--- src/rtl/decompress_controller.sv ---
// VQ decoder controller: loads the codebook from RAM_W, then streams tags from
// RAM_TAG and writes the selected codewords to RAM_RI. It runs once per reset.
module decompress_controller #(
  parameter int N_CODE = 64,
  parameter int N_VEC  = 4096,
  parameter int DW     = 24,
  parameter int AW     = 18
) (
  input  logic          clk,
  input  logic          rst,
  output logic          RAM_W_OE,
  output logic [AW-1:0] RAM_W_A,
  input  logic [DW-1:0] RAM_W_Q,
  output logic          RAM_TAG_OE,
  output logic [AW-1:0] RAM_TAG_A,
  input  logic [DW-1:0] RAM_TAG_Q,
  output logic          RAM_RI_WE,
  output logic [AW-1:0] RAM_RI_A,
  output logic [DW-1:0] RAM_RI_D,
  output logic          done
);
  localparam int TW = $clog2(N_CODE);

  typedef enum logic [2:0] {INIT, LOAD_CB, DECODE, DRAIN, FINISH} state_t;

  state_t          state_q;
  logic            drain_q;
  logic            w_oe_q, tag_oe_q, ri_we_q, done_q;
  logic [AW-1:0]   w_a_q, tag_a_q, ri_a_q;
  logic [DW-1:0]   ri_d_q;

  logic            cbv_q;
  logic [TW-1:0]   cb_addr_q;
  logic            tagv_q;
  logic [AW-1:0]   tag_addr_q;

  logic [DW-1:0]   cb_q [N_CODE];
  logic [DW-1:0]   codeword;
  logic            unused_tag_bits;

  assign codeword        = cb_q[RAM_TAG_Q[TW-1:0]];
  assign unused_tag_bits = ^RAM_TAG_Q[DW-1:TW];

  // Codebook storage carries no reset; the reset valid flag gates every write.
  always_ff @(posedge clk) begin
    if (cbv_q) cb_q[cb_addr_q] <= RAM_W_Q;
  end

  always_ff @(posedge clk or posedge rst) begin
    if (rst) begin
      state_q    <= INIT;
      drain_q    <= 1'b0;
      w_oe_q     <= 1'b0;
      w_a_q      <= '0;
      tag_oe_q   <= 1'b0;
      tag_a_q    <= '0;
      ri_we_q    <= 1'b0;
      ri_a_q     <= '0;
      ri_d_q     <= '0;
      done_q     <= 1'b0;
      cbv_q      <= 1'b0;
      cb_addr_q  <= '0;
      tagv_q     <= 1'b0;
      tag_addr_q <= '0;
    end else begin
      // Read data arrives one cycle after the address; these flags track it.
      cbv_q      <= w_oe_q;
      cb_addr_q  <= w_a_q[TW-1:0];
      tagv_q     <= tag_oe_q;
      tag_addr_q <= tag_a_q;
      ri_we_q    <= tagv_q;
      if (tagv_q) begin
        ri_a_q <= tag_addr_q;
        ri_d_q <= codeword;
      end

      case (state_q)
        INIT: begin
          state_q <= LOAD_CB;
          w_oe_q  <= 1'b1;
          w_a_q   <= '0;
        end
        LOAD_CB: begin
          if (w_a_q == AW'(N_CODE - 1)) begin
            state_q  <= DECODE;
            w_oe_q   <= 1'b0;
            tag_oe_q <= 1'b1;
            tag_a_q  <= '0;
          end else begin
            w_a_q <= w_a_q + AW'(1);
          end
        end
        DECODE: begin
          if (tag_a_q == AW'(N_VEC - 1)) begin
            state_q  <= DRAIN;
            tag_oe_q <= 1'b0;
            drain_q  <= 1'b0;
          end else begin
            tag_a_q <= tag_a_q + AW'(1);
          end
        end
        DRAIN: begin
          if (drain_q) begin
            state_q <= FINISH;
            done_q  <= 1'b1;
          end else begin
            drain_q <= 1'b1;
          end
        end
        FINISH: ;
        default: state_q <= INIT;
      endcase
    end
  end

  assign RAM_W_OE   = w_oe_q;
  assign RAM_W_A    = w_a_q;
  assign RAM_TAG_OE = tag_oe_q;
  assign RAM_TAG_A  = tag_a_q;
  assign RAM_RI_WE  = ri_we_q;
  assign RAM_RI_A   = ri_a_q;
  assign RAM_RI_D   = ri_d_q;
  assign done       = done_q;
endmodule

--- config.mk ---
export PLATFORM = sky130hd
export DESIGN_NAME = decompress_controller
export DESIGN_NICKNAME = d
export VERILOG_FILES = /design/src/rtl/decompress_controller.sv
export SDC_FILE = /design/constraint.sdc
export NUM_CORES = 2
export LEC_CHECK = 0
export ABC_CLOCK_PERIOD_IN_PS = 3500
export CAP_MARGIN = 25
export CORE_MARGIN = 2
export CORE_UTILIZATION = 56
export DETAILED_ROUTE_END_ITERATION = 10
export PLACE_DENSITY_LB_ADDON = 0.25
export SETUP_SLACK_MARGIN = 0.15
export SYNTH_ARGS = -nofsm -noshare
export SYNTH_HDL_FRONTEND = slang
export SYNTH_SLANG_ARGS = --single-unit
--- constraint.sdc ---
create_clock -name clk -period 3.5 [get_ports clk]
set_input_delay 0.7 -clock clk [delete_from_list [all_inputs] [get_ports clk]]
set_output_delay 0.7 -clock clk [all_outputs]
set_load 0.02 [all_outputs]
## Word level (Yosys, flattened, before mapping)

Memory sizes are Yosys's and may differ from the RTL's. A register that Yosys moved wholly into a read port is not among the register bits.
Cells that the tools add are included.

| word-level totals | value |
|---|---|
| bits in registers | 88 |
| bits in latches | 0 |
| bits in writable memories | 1536 |
| ROM bits | 0 |
| bits of input ports | 50 |
| output and inout port bits | 82 |
| logic and storage cells | 56 |
| memories | 1 |

Memory list:

| memory | words | width | rd ports | clocked after memory_dff | write ports | line | source |
|---|---|---|---|---|---|---|---|
| cb_q | 64 | 24 | 1 | 1 | 1 | 37 | `logic [DW-1:0] cb_q [N_CODE];` |

| cells by class | value |
|---|---|
| $add $sub $neg | 2 |
| multipliers | 0 |
| divide/modulo/power cells | 0 |
| $lt $le $gt $ge | 0 |
| equal/unequal tests | 11 |
| shift-type cells | 0 |
| multiplexer cells | 17 |
| bitwise gates (word level) | 1 |
| reductions and logical operators | 11 |

Operator list:

| operator | number |
|---|---|
| one-hot mux 18 bit (2 select lines) | 2 |
| 2-to-1 mux 18 bit | 3 |
| adder 18 x 1 -> 18 bit (second input constant) | 2 |
| == test 18 x 12 -> 1 bit (second input constant) | 1 |
| == test 18 x 6 -> 1 bit (second input constant) | 1 |
| one-hot mux 3 bit (5 select lines) | 1 |
| inequality test 2 bit (second input constant) | 5 |
| 2-to-1 mux 3 bit | 3 |
| AND reduction 2 bit | 4 |
| == test 3 x 2 -> 1 bit (second input constant) | 2 |
| one-hot mux 1 bit (2 select lines) | 3 |
| AND reduction 3 bit | 2 |
| nonzero test 2 bit | 3 |
| 2-to-1 mux 1 bit | 5 |
| AND reduction 4 bit | 1 |
| == test 3 x 1 -> 1 bit (second input constant) | 1 |
| == test 3 bit (second input constant) | 1 |
| logical NOT 3 bit | 1 |
| inverter 1 bit | 1 |

## Longest topological paths before layout

| logic depth | value |
|---|---|
| depth after elaboration | 3 |
| depth in mapped cells | 9 |

## Worst setup path after synthesis

Ideal clock, no wire load.

| path | value |
|---|---|
| path kind | reg2reg |
| from | register cb_addr_q[3] |
| to | memory cb_q[48][0] (enable) |
| library setup time | 0.435 ns |
| arrival | 2.533 ns |
| slack | 0.532 ns |
| cell stages (with the launch flop) | 5 |
| buffers on the path | 1 |
| clock period less this slack | 2.968 ns |
| cells stage by stage | dfrtp_1 > clkbuf_1 > nor2b_1 > nand4b_1 > nor3_1 |

RTL lines:

| what | line | source |
|---|---|---|
| start: declaration | 33 | `logic [TW-1:0] cb_addr_q;` |
| start signal: assignment | 68 | `cb_addr_q <= w_a_q[TW-1:0];` |
| end: declaration | 37 |  |

No word-level cell before the write port.

==> impl_results.md <==
* DP HPWL at about 93000 µm
* Slew headroom at slightly below 30%
* CTS root buffer: clkbuf_16
* Worst Setup End Kind: flip-flop
* DR pass1 iterations at 5
* IO Pins at about 130
* Synth Flop Type: edfxtp_1
* Worst-skew pair later-pin latency at 780 ps
* Crit path kind: in -> reg
* Worst path required time at 4190 ps
* Top-area cell type share of the netlist area at just over 70%
* Routed wire per std cell at 29.6 µm
* Most common cell after layout, fill and taps aside: edfxtp_1
* Via count at between 30000 and 40000
* Core area at 0.113 mm²
* Die extent in y at 341 µm
* DR vias/cell at between 6 and 7
* Fin Setup TNS at 0 ps
* Hold_sp: RAM_W_Q[16]
* Placed Cells at 4953
* Nets@finish at 3677
* Syn Nets at around 3300
* Outcome: finished, final reports clean
* Clock sinks at 1648
* Worst Hold Class: in -> reg
* Postcts setup bufs at 0
* PostCTS Resize Cnt at 0
* Global Route Usage Sum at between 20% and 30%
* FP Rows at approximately 120
* Period minus WS final at roughly 2800 ps
* Drt first-iter violations at 3871
* Syn_area_per_cell at 19.4 µm²
* Global-route wire length before repair at approximately 230000 µm
* RR Startpoint: RAM_W_A[7]$_DFFE_PP0P_
* Maximum clock rate at about 350 MHz
* Routed WL at roughly 160000 µm
* DRC violations left at 0
* CTS tree: built
* Die Wd at approximately 340 µm
* Synth Instances at between 3000 and 4000
* Final WS setup at 673 ps
* Most frequent cells in the layout: edfxtp_1 (1536), mux2i_1 (364), buf_4 (218)
* Synth area leader: edfxtp_1
* Placer Congestion at between 0.8 and 0.9
* Cell variety after synth at 56
* P per Cell Area at roughly 550 mW/mm²
* P_leak at 0.0251 µW
* H-tree depth at 4
* Post-synth ARST share at under 10%
* Register area share after synthesis at between 70% and 80%
* Port bufs at between 100 and 150
* Gr ovfl total at 0
* Max cap viols at 0
* Area Overhead vs Synth at 15.5%
* Worst vdd ir at between 0.0004 and 0.0005 V
* Critical path fanouts, max at 24
* Initial core utilization at roughly 56%
* CP startpoint kind: input pin
* Layout cells sized above 1 at 22.4%
* Data arrival, critical path at about 3500 ps
* Synth Warn # at 0
* Final hold violation count at 0
* Antenna violations before repair at 5
* Clk_skew at approximately 25 ps
* CTS buffer count at between 150 and 200
* CP startpoint: RAM_TAG_Q[5]
* FF+latch count, synth at 1648
* # setup viols final at 0
* Worst Tran Pin Value at 1060 ps
* EDFF count, synth at between 1500 and 2000
* Post-route antenna net violation count at 0
* Worst-path clk slew at around 60 ps
* Part of the cycle the worst path needs at between 80% and 90%
* Unrepaired setup endpoints after global routing: no
* Ranking of synthesized cells by area: edfxtp_1 (73%), mux4_2 (7.6%), mux2i_1 (5.7%)
* Mapped cell area at about 0.064 mm²
* Hold Buf Count CTS at 0
* Non-Filler Instances at 5263
* Final Slew Violations at 0
* Place WS at -18.7 ps
* Die area at approximately 0.12 mm²
* Clock Tree Buf Depth at 3
* Number of global-route vias before repair at 33800
* Largest net degree at the start of global routing at 65
* Ant. Diodes at 0
## cells by family after synthesis
kind of cell,synth area share (%)
flops,76.9
xor+xnor,0.248
buf+inv,1.72
simple gates,3.30
fa+ha+maj,0.0393
mux,13.8
compound gates,4.01
## registers in the layout (all words and copies together) (netlist names)
name        count
state_q         3
cb_addr_q       6
RAM_RI_D       24
RAM_TAG_OE      1
RAM_W_OE        1
tagv_q          1
RAM_RI_WE       1
cbv_q           1
drain_q         1
RAM_W_A        18
RAM_RI_A       18
RAM_TAG_A      18
cb_q         1536
done            1
tag_addr_q     18
## metrics by stage
| step | power, µW | util, % | hold slack [ps] | instance area, µm² |
|---|---|---|---|---|
| global route | 41500 | 65.2 | 164 | 73500 |
| global placement | 23600 | 60.4 | 408 | 68000 |
| CTS | 40600 | 65.1 | 289 | 73300 |
| finish | 40500 | 65.2 | 181 | 73500 |
| floorplan | 22800 | - | 352 | 63600 |
| detailed placement | 23700 | 60.4 | 411 | 68000 |
## layer usage
layer / track usage [%] / share of wire, % / up-vias
li1: - / - / 14100
met1: 36.4 / 38 / 17300
met2: 44.1 / 49 / 1565
met3: 4.46 / 8.0 / 343
met4: 12.4 / 4.7 / 2
met5: 0 / 0.010 / -
## worst max-delay path, cell delays in order
cell,delay (ps)
clkdlybuf4s50_1,980
buf_4,300
or3_1,130
buf_4,340
o22ai_1,120
nor3_1,640
a22o_1,270
## path summary, 6_finish.rpt
| kind | to | slack [ps] | cells after the start |
|---|---|---|---|
| worst min register to register | tagv_q$_DFF_PP0_ | 440 | 0 |
| worst max-delay path | RAM_RI_D[19]$_DFFE_PP0P_ | 670 | 7 |
| min in group asynchronous | RAM_TAG_A[9]$_DFFE_PP0P_ | 320 | 2 |
| worst min-delay path | cb_q[39][16]$_DFFE_PP_ | 180 | 1 |
| max in group asynchronous | RAM_RI_A[10]$_DFFE_PP0P_ | 2520 | 3 |
| worst max register to register | RAM_W_A[14]$_DFFE_PP0P_ | 930 | 6 |
## synthesized netlist by cell type (5+ instances only)
master        n
nor2_1      152
buf_6        13
xor2_1       13
xnor2_1       5
buf_4        17
a22o_1       27
or3_1         5
and2_1        6
clkbuf_1     63
mux4_2      214
inv_1        24
edfxtp_1   1536
o22ai_1     137
and4_1        6
mux2i_1     364
nand3_1      31
buf_2        85
a221oi_1     24
nand4_1      38
mux2_2       21
nor4_1        6
o211ai_1     10
nor2b_1      33
a21oi_1      30
o21ai_0      64
nor3_1       57
a211oi_1      7
a211oi_2     17
nand2_1      48
o2111ai_1     7
dfrtp_1     112
nand2b_1     17
a22oi_1      41
## power by group
part           total [µW]  internal (µW)  switching, µW
sequential          21500          21500           3.24
combinational        1740            641           1100
clock               17200           9950           7240
## final cells by class
type	count	area, µm²
tap	1500	1880
inverter	24	93.8
clock buffer	210	4370
clock inverter	92	908
multi-input combinational	1416	13800
sequential	1648	48900
fill	7401	39200
timing repair buffer	373	3520
(Power assumes the default switching activity.)
